File: config.mk
export PLATFORM = sky130hd
export DESIGN_NAME = gen_select_fifo
export DESIGN_NICKNAME = d
export VERILOG_FILES = /design/src/rtl/gen_select_fifo_pkg.sv /design/src/rtl/gen_select_fifo_mem.sv /design/src/rtl/gen_select_fifo.sv
export SDC_FILE = /design/constraint.sdc
export NUM_CORES = 1
export LEC_CHECK = 0
export ABC_AREA = 1
export CORE_MARGIN = 3
export CORE_UTILIZATION = 35
export CTS_CLUSTER_SIZE = 28
export DETAILED_ROUTE_END_ITERATION = 8
export GPL_TIMING_DRIVEN = 0
export PLACE_DENSITY = 0.56
export SETUP_SLACK_MARGIN = 0.5
export SLEW_MARGIN = 20
export SYNTH_ARGS = -nofsm -noshare
export SYNTH_HDL_FRONTEND = slang
export SYNTH_HIERARCHICAL = 1
export SYNTH_SLANG_ARGS = --single-unit
File: constraint.sdc
create_clock -name clk -period 2.3 [get_ports clk]
set_clock_uncertainty 0.1 [all_clocks]
set_input_delay 0.46 -clock clk [delete_from_list [all_inputs] [get_ports clk]]
set_output_delay 0.46 -clock clk [all_outputs]
set_load 0.02 [all_outputs]
File: src/rtl/gen_select_fifo_pkg.sv
// gen_select_fifo_pkg: shared constants and helpers for the select-path FIFO.
// Holds the read-path mode encodings and the pointer-width helper used by
// both the top level and the storage sub-module.
package gen_select_fifo_pkg;

   // Read-path selection values for the USE_FAST parameter.
   localparam int MODE_FAST = 1;
   localparam int MODE_SLOW = 0;

   // Pointer width for a given depth; never narrower than one bit.
   function automatic int ptr_w(input int depth);
      return (depth > 1) ? $clog2(depth) : 1;
   endfunction

   // Occupancy counter width: must represent 0..depth inclusive.
   function automatic int cnt_w(input int depth);
      return $clog2(depth) + 1;
   endfunction

endpackage

File: src/rtl/gen_select_fifo_mem.sv
// gsf_mem: DEPTH x WIDTH storage array for gen_select_fifo.
// Synchronous write, asynchronous (combinational) read. The array itself is
// never reset; the FIFO pointers define which entries are meaningful.
module gsf_mem
   import gen_select_fifo_pkg::*;
#(
   parameter int WIDTH = 8,
   parameter int DEPTH = 4,
   parameter int AW    = ptr_w(DEPTH)
) (
   input  logic             clk,
   input  logic             we,
   input  logic [AW-1:0]    waddr,
   input  logic [WIDTH-1:0] wdata,
   input  logic [AW-1:0]    raddr,
   output logic [WIDTH-1:0] rdata
);

   logic [WIDTH-1:0] mem [DEPTH];

   // Write the addressed entry on an accepted push.
   always_ff @(posedge clk) begin
      if (we) begin
         mem[waddr] <= wdata;
      end
   end

   assign rdata = mem[raddr];

endmodule

File: src/rtl/gen_select_fifo.sv
// gen_select_fifo: single-clock FIFO with a generate-selected read path.
//   USE_FAST = MODE_FAST : show-ahead, dout shows the head entry while non-empty.
//   USE_FAST = MODE_SLOW : registered, dout loads the head one cycle after a pop.
// Optional feature: define GEN_SELECT_FIFO_ERR_EN to add a sticky 'err' output
// that records any rejected push or ignored pop until the next reset.
module gen_select_fifo
   import gen_select_fifo_pkg::*;
#(
   parameter int WIDTH    = 8,
   parameter int DEPTH    = 4,
   parameter int USE_FAST = 1
) (
   input  logic                     clk,
   input  logic                     rst,
   input  logic                     push,
   input  logic [WIDTH-1:0]         din,
   input  logic                     pop,
   output logic [WIDTH-1:0]         dout,
   output logic                     rd_valid,
   output logic                     full,
   output logic                     empty,
   output logic [$clog2(DEPTH):0]   count
`ifdef GEN_SELECT_FIFO_ERR_EN
   ,
   output logic                     err
`endif
);

   localparam int AW = ptr_w(DEPTH);
   localparam int CW = cnt_w(DEPTH);
   localparam logic [CW-1:0] DEPTH_C = CW'(DEPTH);

   logic [AW-1:0] wr_ptr;
   logic [AW-1:0] rd_ptr;
   logic          push_acc;
   logic          pop_acc;
   logic          mem_we;
   logic [CW-1:0] count_next;

   // Handshake acceptance and next occupancy. A pop on empty is ignored, so
   // push+pop while empty degenerates to a plain push. A push while full is
   // only allowed when a pop frees the slot in the same cycle.
   always_comb begin
      pop_acc    = pop && !empty;
      push_acc   = push && (!full || pop_acc);
      count_next = count;
      if (push_acc && !pop_acc) begin
         count_next = count + CW'(1);
      end else if (pop_acc && !push_acc) begin
         count_next = count - CW'(1);
      end
   end

   // Reset has priority, so nothing is written to storage during rst.
   assign mem_we = push_acc && !rst;

   // Pointer and occupancy state; full/empty are registered from the next count
   // so they stay consistent with count rather than with pointer equality.
   always_ff @(posedge clk) begin
      if (rst) begin
         wr_ptr <= '0;
         rd_ptr <= '0;
         count  <= '0;
         full   <= 1'b0;
         empty  <= 1'b1;
      end else begin
         if (push_acc) begin
            wr_ptr <= wr_ptr + AW'(1);
         end
         if (pop_acc) begin
            rd_ptr <= rd_ptr + AW'(1);
         end
         count <= count_next;
         full  <= (count_next == DEPTH_C);
         empty <= (count_next == '0);
      end
   end

`ifdef GEN_SELECT_FIFO_ERR_EN
   // Sticky protocol-error flag: any rejected push or ignored pop sets it.
   always_ff @(posedge clk) begin
      if (rst) begin
         err <= 1'b0;
      end else if ((push && !push_acc) || (pop && !pop_acc)) begin
         err <= 1'b1;
      end
   end
`endif

   generate
      if (USE_FAST == MODE_FAST) begin : fast_rd
         logic [WIDTH-1:0] head;

         gsf_mem #(
            .WIDTH (WIDTH),
            .DEPTH (DEPTH),
            .AW    (AW)
         ) u_mem (
            .clk   (clk),
            .we    (mem_we),
            .waddr (wr_ptr),
            .wdata (din),
            .raddr (rd_ptr),
            .rdata (head)
         );

         // Show-ahead: the head entry is on dout whenever the FIFO holds data,
         // and a pop consumes exactly the word being displayed.
         always_comb begin
            dout     = empty ? '0 : head;
            rd_valid = !empty;
         end
      end else begin : slow_rd
         logic [WIDTH-1:0] head;
         logic [WIDTH-1:0] dout_p1;
         logic             vld_p1;

         gsf_mem #(
            .WIDTH (WIDTH),
            .DEPTH (DEPTH),
            .AW    (AW)
         ) u_mem (
            .clk   (clk),
            .we    (mem_we),
            .waddr (wr_ptr),
            .wdata (din),
            .raddr (rd_ptr),
            .rdata (head)
         );

         // Registered read: capture the head on an accepted pop; valid pulses
         // for one cycle and dout holds its last value in between. Reset clears
         // both so a pop pending at reset time is discarded.
         always_ff @(posedge clk) begin
            if (rst) begin
               dout_p1 <= '0;
               vld_p1  <= 1'b0;
            end else begin
               vld_p1 <= pop_acc;
               if (pop_acc) begin
                  dout_p1 <= head;
               end
            end
         end

         assign dout     = dout_p1;
         assign rd_valid = vld_p1;
      end
   endgenerate

endmodule

==> report_table.html, run 1 <==
<table>
<tr><th>Metric</th><th>Value</th></tr>
<tr><th colspan="2">Power and ir drop</th></tr>
<tr><td>Largest vdd supply drop</td><td>roughly 0.23 mV</td></tr>
<tr><td>Power per cell area</td><td>649.7 mW/mm^2</td></tr>
<tr><td>Static Leak</td><td>1.227 nW</td></tr>
<tr><th colspan="2">Clock tree</th></tr>
<tr><td>Reg clk slew, reported paths</td><td>0.07 ns</td></tr>
<tr><td>H-tree level count</td><td>2</td></tr>
<tr><td>Deepest clock path buffer count</td><td>2</td></tr>
<tr><td>Clock sinks</td><td>between 40 and 50</td></tr>
<tr><td>Post-cts hold buffer count</td><td>0</td></tr>
<tr><td>Clk Latency, worst-skew pair</td><td>between 0.2 and 0.3 ns</td></tr>
<tr><td>Cell chosen for the clock root</td><td>sky130_fd_sc_hd__clkbuf_8</td></tr>
<tr><td>TritonCTS buffer count</td><td>5</td></tr>
<tr><td>CTS tree</td><td>done</td></tr>
<tr><th colspan="2">Worst setup path</th></tr>
<tr><td>Cell at the slowest stage of the critical path</td><td>sky130_fd_sc_hd__dfxtp_2</td></tr>
<tr><td>Crit path launch type</td><td>register</td></tr>
<tr><td>Delay of the slowest cell on the worst path</td><td>0.34 ns</td></tr>
<tr><td>Element type at the critical path end</td><td>output pin</td></tr>
<tr><td>Delay-heaviest family, CP</td><td>buffers and inverters</td></tr>
<tr><td>Worst endpoint data arrival time</td><td>roughly 1.4 ns</td></tr>
<tr><td>WS Path Type</td><td>register to output pin</td></tr>
<tr><td>Required time worst endpoint</td><td>1.74 ns</td></tr>
<tr><td>Critical-path maximum fanout</td><td>5</td></tr>
<tr><td>Cell chain of the critical path</td><td>buf_6 &gt; inv_8 &gt; buf_4 &gt; nand2_1 &gt; nand3_1 &gt; nand2_1 &gt; inv_1 &gt; nor2_1 &gt; buf_4</td></tr>
<tr><td>CP bufs+invs</td><td>5</td></tr>
<tr><th colspan="2">Timing</th></tr>
<tr><td>Worst-Margin Slew</td><td>0.2959 ns</td></tr>
<tr><td>Max Fclk</td><td>516.9 MHz</td></tr>
<tr><td>Final Critical Period</td><td>1.935 ns</td></tr>
<tr><td>Unrepaired setup endpoints after global routing</td><td>true</td></tr>
<tr><td>Number of endpoints failing setup at the final stage</td><td>0</td></tr>
<tr><td>Total negative setup slack</td><td>0 ns</td></tr>
<tr><td>Share of the cycle needed by the critical path after routing</td><td>84.11%</td></tr>
<tr><td>Max Slew Vio Count</td><td>0</td></tr>
<tr><td>Final Hold Fails</td><td>0</td></tr>
<tr><td>Headroom to the max-slew limit</td><td>80.25%</td></tr>
<tr><th colspan="2">Floorplanning</th></tr>
<tr><td>Starting density of the core</td><td>between 30% and 40%</td></tr>
<tr><td>Number of I/O pins</td><td>26</td></tr>
<tr><td>Die boundary height</td><td>80.78 um</td></tr>
<tr><td>Cell row count</td><td>26</td></tr>
<tr><td>Die X</td><td>80.78 um</td></tr>
<tr><td>Standard cell core area</td><td>0.005270 sq mm</td></tr>
<tr><td>Total die area</td><td>0.006525 sq mm</td></tr>
<tr><th colspan="2">GRT</th></tr>
<tr><td>Total grt overflow</td><td>0</td></tr>
<tr><td>Tot GR Track Use</td><td>13.92%</td></tr>
<tr><td>Antenna violations before repair</td><td>0</td></tr>
<tr><td>Via count of the first global-routing pass</td><td>1398</td></tr>
<tr><td>Maximum number of pins on one net before global-route repair</td><td>13</td></tr>
<tr><td>Wire length of the first global-routing pass</td><td>6.699 mm</td></tr>
<tr><th colspan="2">Placement</th></tr>
<tr><td>Placed cell count</td><td>308</td></tr>
<tr><td>IO Port Bufs</td><td>25</td></tr>
<tr><td>Routability-driven placement congestion ratio</td><td>0.7539</td></tr>
<tr><td>Placed wire-length estimate after detailed placement</td><td>2.544 mm</td></tr>
<tr><th colspan="2">Hold path</th></tr>
<tr><td>Class of the tightest hold or removal check</td><td>register to register</td></tr>
<tr><th colspan="2">Logic synthesis</th></tr>
<tr><td>Mapped cell area</td><td>between 0.0015 and 0.002 sq mm</td></tr>
<tr><td>Yosys reg bits</td><td>41</td></tr>
<tr><td>Number of nets in the synthesized netlist</td><td>227</td></tr>
<tr><td>Number of standard cells after synthesis</td><td>roughly 210</td></tr>
<tr><td>Number of warning messages in the yosys log</td><td>6</td></tr>
<tr><td>Count of distinct cell types in the synthesized netlist</td><td>25</td></tr>
<tr><td>Share of the yosys chip area belonging to registers</td><td>58.31%</td></tr>
<tr><td>Mean post-synth cell area</td><td>roughly 9.2 sq um</td></tr>
<tr><th colspan="2">Final layout</th></tr>
<tr><td>Share of final-layout standard cells stronger than drive strength 1</td><td>26.34%</td></tr>
<tr><td>Filler-free cell count of the finished design</td><td>332</td></tr>
<tr><td>Number of nets in the layout</td><td>275</td></tr>
<tr><td>Fill cell instance count of the final layout</td><td>520</td></tr>
<tr><td>N_diodes</td><td>0</td></tr>
<tr><td>Area growth from synthesis to layout</td><td>34.65%</td></tr>
<tr><th colspan="2">Job</th></tr>
<tr><td>Max_cap viols</td><td>0</td></tr>
<tr><th colspan="2">Drt</th></tr>
<tr><td>Number of search-and-repair iterations in the first detailed-routing pass</td><td>4</td></tr>
<tr><td>Iteration-0 DRC Markers</td><td>86</td></tr>
<tr><td>Routed via count divided by cell count</td><td>~4.3</td></tr>
<tr><td>DR WL/cell</td><td>12.03 um</td></tr>
<tr><td>Routed WL</td><td>3.995 mm</td></tr>
<tr><td>Number of nets with antenna violations after routing</td><td>0</td></tr>
<tr><td>Routed vias</td><td>1421</td></tr>
<tr><td>DRC errors left</td><td>0</td></tr>
<tr><th colspan="2">Status</th></tr>
<tr><td>Outcome</td><td>finished, final reports clean</td></tr>
</table>
## logic make-up (layout without fill, tap and decap cells)
kind of cell               count (synthesis)  in the layout  share of synthesized area, %
and+or+nand+nor                          102            102                         24.30
buffers and inverters                     62            111                         13.81
DFF                                       41             41                         58.31
AOI/OAI and AO/OA                          5              5                         1.854
adders and majority gates                  2              2                         1.279
xor gates and xnor gates                   1              1                        0.4477
## cells in the final DEF, fill, tap and decap left out, drive strengths merged, types with 2 or more instances in the layout
| master | instances |
|---|---|
| nand2 | 57 |
| inv | 56 |
| edfxtp | 32 |
| buf | 29 |
| nand3 | 22 |
| nor2 | 17 |
| clkdlybuf4s50 | 9 |
| dfxtp | 9 |
| dlygate4sd2 | 7 |
| clkbuf | 6 |
| nor3 | 4 |
| a21oi | 3 |
| o21ai | 2 |
| ha | 2 |
| clkinv | 2 |
## cells in the mapped netlist
master	count	share of area (%)
sky130_fd_sc_hd__nand3_2	3	1.5
sky130_fd_sc_hd__inv_4	1	0.32
sky130_fd_sc_hd__xor2_1	1	0.45
sky130_fd_sc_hd__nand3b_1	1	0.38
sky130_fd_sc_hd__nand3_1	19	4.9
sky130_fd_sc_hd__nor2_4	2	1.2
sky130_fd_sc_hd__nand2_1	54	10
sky130_fd_sc_hd__buf_6	3	1.7
sky130_fd_sc_hd__nand2_8	1	1.0
sky130_fd_sc_hd__o21ai_0	2	0.51
sky130_fd_sc_hd__inv_8	1	0.58
sky130_fd_sc_hd__buf_2	1	0.26
sky130_fd_sc_hd__nand2_2	2	0.64
sky130_fd_sc_hd__nor2_2	1	0.32
sky130_fd_sc_hd__nand4_1	1	0.32
sky130_fd_sc_hd__inv_2	3	0.58
sky130_fd_sc_hd__a21oi_1	2	0.51
sky130_fd_sc_hd__edfxtp_1	32	49
sky130_fd_sc_hd__nor3_1	4	1.0
sky130_fd_sc_hd__nor2_1	14	2.7
sky130_fd_sc_hd__inv_1	52	10
sky130_fd_sc_hd__a21oi_4	1	0.83
sky130_fd_sc_hd__ha_1	2	1.3
sky130_fd_sc_hd__buf_4	1	0.38
sky130_fd_sc_hd__dfxtp_1	9	9.2
## state kept, by name, indices dropped and copies added, names as in the netlist
register,flops
empty,1
rd_ptr,2
fast_rd.u_mem/mem,32
wr_ptr,2
count,3
full,1
## power by group
group / internal (mW) / switching [mW] / leakage (nW)
registers: 0.829 / 0.0190 / 0.366
clock network: 0.210 / 0.234 / 0.0450
logic: 0.184 / 0.235 / 0.817
total: 1.22 / 0.489 / 1.23
## worst register-to-register path, delay by kind of cell, from the launching register on
kind                   cells  cell delay, ns
AOI/OAI and AO/OA          1            0.17
buffers and inverters      5            0.53
DFF                        1            0.32
and+or+nand+nor            3            0.32
## repair_timing
action	in CTS	in global routing
setup buffers	15	0
pin swaps	12	12
setup endpoints to repair	46	40
resized for setup	69	9
gates cloned	1	0
## layout make-up
class	instances	area (sq um)	share of cell area [%]
buffer	5	60.06	2.279
clock buffer	6	72.57	2.754
clock inverter	2	10.01	0.3799
inverter	57	232.7	8.832
multi-input combinational	110	618.1	23.46
sequential	41	1144	43.40
tap	70	87.58	3.324
timing repair buffer	41	410.4	15.57
## per-stage QoR
step	setup slack [ns]	hold WS [ns]	cell area, sq um	power [mW]	utilization [%]
final	0.3654	0.4351	2635	1.712	50.00
after global routing	0.2651	0.4719	2635	1.799	50.00
after detailed placement	-0.4747	0.4078	2315	1.227	43.92
after global placement	-0.4984	0.3905	2315	1.225	43.92
after floorplan	0.4084	0.3738	1977	1.089	-
after CTS	0.3505	0.4321	2609	1.718	49.50
## worst paths after layout
kind / from / to / slack (ns) / cells after the start
min reg2reg: rd_ptr[1]$_SDFFE_PP0P_ / rd_ptr[1]$_SDFFE_PP0P_ / 0.44 / 2
max: rd_ptr[0]$_SDFFE_PP0P_ / dout[7] / 0.37 / 9
max reg2reg: empty$_SDFF_PP1_ / fast_rd.u_mem/mem[3][5]$_DFFE_PP_ / 0.59 / 9
min: rd_ptr[1]$_SDFFE_PP0P_ / rd_ptr[1]$_SDFFE_PP0P_ / 0.44 / 2
## routing by layer
| metal | wire, um | global-route usage, % |
|---|---|---|
| met5 | 0 | 0 |
| met4 | 36 | 4.899 |
| met3 | 164 | 3.548 |
| met2 | 2022 | 24.09 |
| met1 | 1772 | 16.85 |
Note: power is estimated with default switching activity, not from simulation.
==> run 2, diff against run 1 <==
- PLACE_DENSITY: 0.56 -> 0.58
- clock period: 2.3 -> 1.7 ns (I/O delays scaled with it)
==> run 2 against run 1 <==
Compared with the run above: the run now ends with negative setup slack left; largest cell class unchanged; count of clock-buffer cells in the layout did not move; sequential share of layout area fell by 3.1 points; largest power group unchanged; first-iteration DRC count fell by 45%; highest routed layer unchanged; critical endpoint is now dout[1]; clock power rose by 67%.
==> report_table.html, run 2 (synthesized netlist as in run 1, its figures left out) <==
<table>
<tr><th>Metric</th><th>Value</th></tr>
<tr><th colspan="2">Final layout</th></tr>
<tr><td>Filler-free cell count of the finished design</td><td>339 (+2.1%)</td></tr>
<tr><td>Design area</td><td>0.002869 sq mm (+8.9%)</td></tr>
<tr><td>Largest regs</td><td>fast_rd.u_mem/mem: 32 flops, count: 3 flops</td></tr>
<tr><td>Largest register by flop count</td><td>fast_rd.u_mem/mem</td></tr>
<tr><td>Fill cell instance count of the final layout</td><td>470 (-9.6%)</td></tr>
<tr><td>Flip-flop count of the largest register after layout</td><td>32 (unchanged)</td></tr>
<tr><td>Leading cell type in the layout, fill and taps excluded</td><td>sky130_fd_sc_hd__inv_1</td></tr>
<tr><td>Number of nets in the layout</td><td>282 (+2.5%)</td></tr>
<tr><td>Highest-count cells in the layout ignoring fill and taps</td><td>46 x sky130_fd_sc_hd__inv_1, 35 x sky130_fd_sc_hd__nand2_1, 32 x sky130_fd_sc_hd__edfxtp_1</td></tr>
<tr><td>Core Util, Final</td><td>54.44% (+4.4 points)</td></tr>
<tr><td>Area growth from synthesis to layout</td><td>46.61%</td></tr>
<tr><td>Share of final-layout standard cells stronger than drive strength 1</td><td>40.89% (+15 points)</td></tr>
<tr><td>N_diodes</td><td>0 (unchanged)</td></tr>
<tr><th colspan="2">GRT</th></tr>
<tr><td>Via count of the first global-routing pass</td><td>1375 (-1.6%)</td></tr>
<tr><td>Maximum number of pins on one net before global-route repair</td><td>13 (unchanged)</td></tr>
<tr><td>Antenna violations before repair</td><td>0 (unchanged)</td></tr>
<tr><td>Wire length of the first global-routing pass</td><td>6.506 mm (-2.9%)</td></tr>
<tr><td>Total grt overflow</td><td>0 (unchanged)</td></tr>
<tr><td>Tot GR Track Use</td><td>13.65% (-0.27 points)</td></tr>
<tr><th colspan="2">Drt</th></tr>
<tr><td>DRC errors left</td><td>0 (unchanged)</td></tr>
<tr><td>Routed vias</td><td>1458 (+2.6%)</td></tr>
<tr><td>Number of nets with antenna violations after routing</td><td>0 (unchanged)</td></tr>
<tr><td>Iteration-0 DRC Markers</td><td>47 (-45%)</td></tr>
<tr><td>DR WL/cell</td><td>12.04 um (about the same)</td></tr>
<tr><td>Routed via count divided by cell count</td><td>4.301 (+0.49%)</td></tr>
<tr><td>Routed WL</td><td>4.082 mm (+2.2%)</td></tr>
<tr><td>Number of search-and-repair iterations in the first detailed-routing pass</td><td>4 (unchanged)</td></tr>
<tr><th colspan="2">Placement</th></tr>
<tr><td>Routability-driven placement congestion ratio</td><td>0.7928 (+5.2%)</td></tr>
<tr><td>Pre-CTS setup slack</td><td>-0.8049 ns (-0.3302 ns)</td></tr>
<tr><td>Post-place instance area</td><td>0.002349 sq mm (+1.5%)</td></tr>
<tr><td>Placed cell count</td><td>308 (unchanged)</td></tr>
<tr><td>Placed wire-length estimate after detailed placement</td><td>2.547 mm (about the same)</td></tr>
<tr><td>IO Port Bufs</td><td>25 (unchanged)</td></tr>
<tr><th colspan="2">Clock tree</th></tr>
<tr><td>H-tree level count</td><td>2 (unchanged)</td></tr>
<tr><td>Clk Latency, worst-skew pair</td><td>0.29 ns (about the same)</td></tr>
<tr><td>Clock sinks</td><td>41 (unchanged)</td></tr>
<tr><td>Deepest clock path buffer count</td><td>2 (unchanged)</td></tr>
<tr><td>Cell chosen for the clock root</td><td>sky130_fd_sc_hd__clkbuf_8</td></tr>
<tr><td>Reg clk slew, reported paths</td><td>0.08 ns (about the same)</td></tr>
<tr><td>TritonCTS buffer count</td><td>5 (unchanged)</td></tr>
<tr><td>Post-cts hold buffer count</td><td>0 (unchanged)</td></tr>
<tr><td>CTS tree</td><td>done</td></tr>
<tr><th colspan="2">Floorplanning</th></tr>
<tr><td>Number of I/O pins</td><td>26 (unchanged)</td></tr>
<tr><td>Die X</td><td>80.78 um (unchanged)</td></tr>
<tr><td>Standard cell core area</td><td>0.005270 sq mm (unchanged)</td></tr>
<tr><td>Die boundary height</td><td>80.78 um (unchanged)</td></tr>
<tr><td>Starting density of the core</td><td>37.13% (unchanged)</td></tr>
<tr><td>Cell row count</td><td>26 (unchanged)</td></tr>
<tr><td>Total die area</td><td>0.006525 sq mm (unchanged)</td></tr>
<tr><th colspan="2">Worst setup path</th></tr>
<tr><td>Element type at the critical path end</td><td>output pin</td></tr>
<tr><td>Required time worst endpoint</td><td>1.26 ns (-0.48 ns)</td></tr>
<tr><td>WS Path Type</td><td>register to output pin</td></tr>
<tr><td>Crit path launch type</td><td>register</td></tr>
<tr><td>Critical-path maximum fanout</td><td>5 (unchanged)</td></tr>
<tr><td>Worst endpoint data arrival time</td><td>1.40 ns (+0.03 ns)</td></tr>
<tr><th colspan="2">Timing</th></tr>
<tr><td>Worst-Margin Slew</td><td>0.3089 ns (+0.01300 ns)</td></tr>
<tr><td>Final Hold Fails</td><td>0 (unchanged)</td></tr>
<tr><td>Worst hold margin</td><td>0.3135 ns (-0.1216 ns)</td></tr>
<tr><td>Headroom to the max-slew limit</td><td>79.38% (-0.87 points)</td></tr>
<tr><td>Max Fclk</td><td>about 540 MHz</td></tr>
<tr><td>Total negative setup slack</td><td>-0.8239 ns (-0.8239 ns)</td></tr>
<tr><td>Unrepaired setup endpoints after global routing</td><td>true</td></tr>
<tr><td>Worst path setup slack after routing</td><td>-0.1387 ns (-0.5041 ns)</td></tr>
<tr><td>Max Slew Vio Count</td><td>0 (unchanged)</td></tr>
<tr><td>Share of the cycle needed by the critical path after routing</td><td>108.2%</td></tr>
<tr><td>Final Critical Period</td><td>about 1.8 ns</td></tr>
<tr><td>Number of endpoints failing setup at the final stage</td><td>8 (+8)</td></tr>
<tr><th colspan="2">Status</th></tr>
<tr><td>Outcome</td><td>finished with violations</td></tr>
<tr><td>Violations in the final reports</td><td>negative setup slack</td></tr>
<tr><th colspan="2">Power and ir drop</th></tr>
<tr><td>Power after layout</td><td>2.571 mW (+50%)</td></tr>
<tr><td>Power per cell area</td><td>896.1 mW/mm^2 (+38%)</td></tr>
<tr><td>Largest vdd supply drop</td><td>0.3324 mV (+46%)</td></tr>
<tr><td>Static Leak</td><td>1.325 nW (+8.0%)</td></tr>
<tr><th colspan="2">Job</th></tr>
<tr><td>Max_cap viols</td><td>0 (unchanged)</td></tr>
<tr><th colspan="2">Hold path</th></tr>
<tr><td>Class of the tightest hold or removal check</td><td>input pin to register</td></tr>
</table>
-- run 2: cell count changes in the layout (fill, tap and decap cells not counted), moves of 3 or more --
cell	previous run	this run
sky130_fd_sc_hd__dlygate4sd2_1	7	2
sky130_fd_sc_hd__inv_1	49	46
sky130_fd_sc_hd__nand3_2	3	11
sky130_fd_sc_hd__nand3_1	19	11
sky130_fd_sc_hd__dfxtp_4	0	3
sky130_fd_sc_hd__nand2_1	48	35
sky130_fd_sc_hd__buf_6	7	21
sky130_fd_sc_hd__nand2_2	8	20
sky130_fd_sc_hd__dfxtp_1	7	2
-- run 2: power by group --
part / leakage (nW) / switching [mW] / internal, mW
Sequential: 0.368 / 0.0313 / 1.12
Combinational: 0.904 / 0.354 / 0.318
Clock: 0.0528 / 0.310 / 0.433
-- run 2: path summary, 6_finish.rpt --
| check | startpoint | slack, ns | depth (start not counted) | end |
|---|---|---|---|---|
| min reg2reg | wr_ptr[1]$_SDFFE_PP0N_ | 0.48 | 2 | wr_ptr[1]$_SDFFE_PP0N_ |
| max reg2reg | empty$_SDFF_PP1_ | 0.01 | 9 | fast_rd.u_mem/mem[1][3]$_DFFE_PP_ |
| max | rd_ptr[0]$_SDFFE_PP0P_ | -0.14 | 9 | dout[1] |
| min | rst | 0.31 | 2 | count[0]$_SDFF_PP0_ |
-- run 2: layer usage --
layer / global-route usage, % / vias up / share of wire [%]
li1: - / 761 / -
met2: 23.59 / 21 / 52
met1: 16.08 / 672 / 44
met3: 3.659 / 4 / 3.2
met5: 0 / - / 0
met4: 5.574 / 0 / 1.2
-- run 2: final cells by class --
type,instances,area [sq um],share of cell area (%)
timing repair buffer,48,508.0,17.71
multi-input combinational,110,700.7,24.42
tap,70,87.58,3.053
buffer,5,68.82,2.399
sequential,41,1157,40.34
clock buffer,6,72.57,2.529
clock inverter,2,33.78,1.177
inverter,57,240.2,8.373
-- run 2: what timing repair did --
action,4_1_cts,5_1_grt
gates cloned,1,0
setup endpoints to repair,55,54
pin swaps,9,17
resized for setup,108,38
setup buffers,15,7
-- run 2: critical path: stages, from the launching register on --
cell,delay [ns]
sky130_fd_sc_hd__dfxtp_2,0.34
sky130_fd_sc_hd__buf_6,0.13
sky130_fd_sc_hd__inv_8,0.05
sky130_fd_sc_hd__buf_8,0.13
sky130_fd_sc_hd__nand2_2,0.06
sky130_fd_sc_hd__nand3_2,0.07
sky130_fd_sc_hd__nand2_2,0.08
sky130_fd_sc_hd__inv_2,0.03
sky130_fd_sc_hd__nor2_2,0.09
sky130_fd_sc_hd__buf_4,0.14
==> run 3, diff against run 2 <==
- CAP_MARGIN: not set -> 5
==> results of run 3 <==
The final DEF is identical to that of run 2; final timing and power are the same.
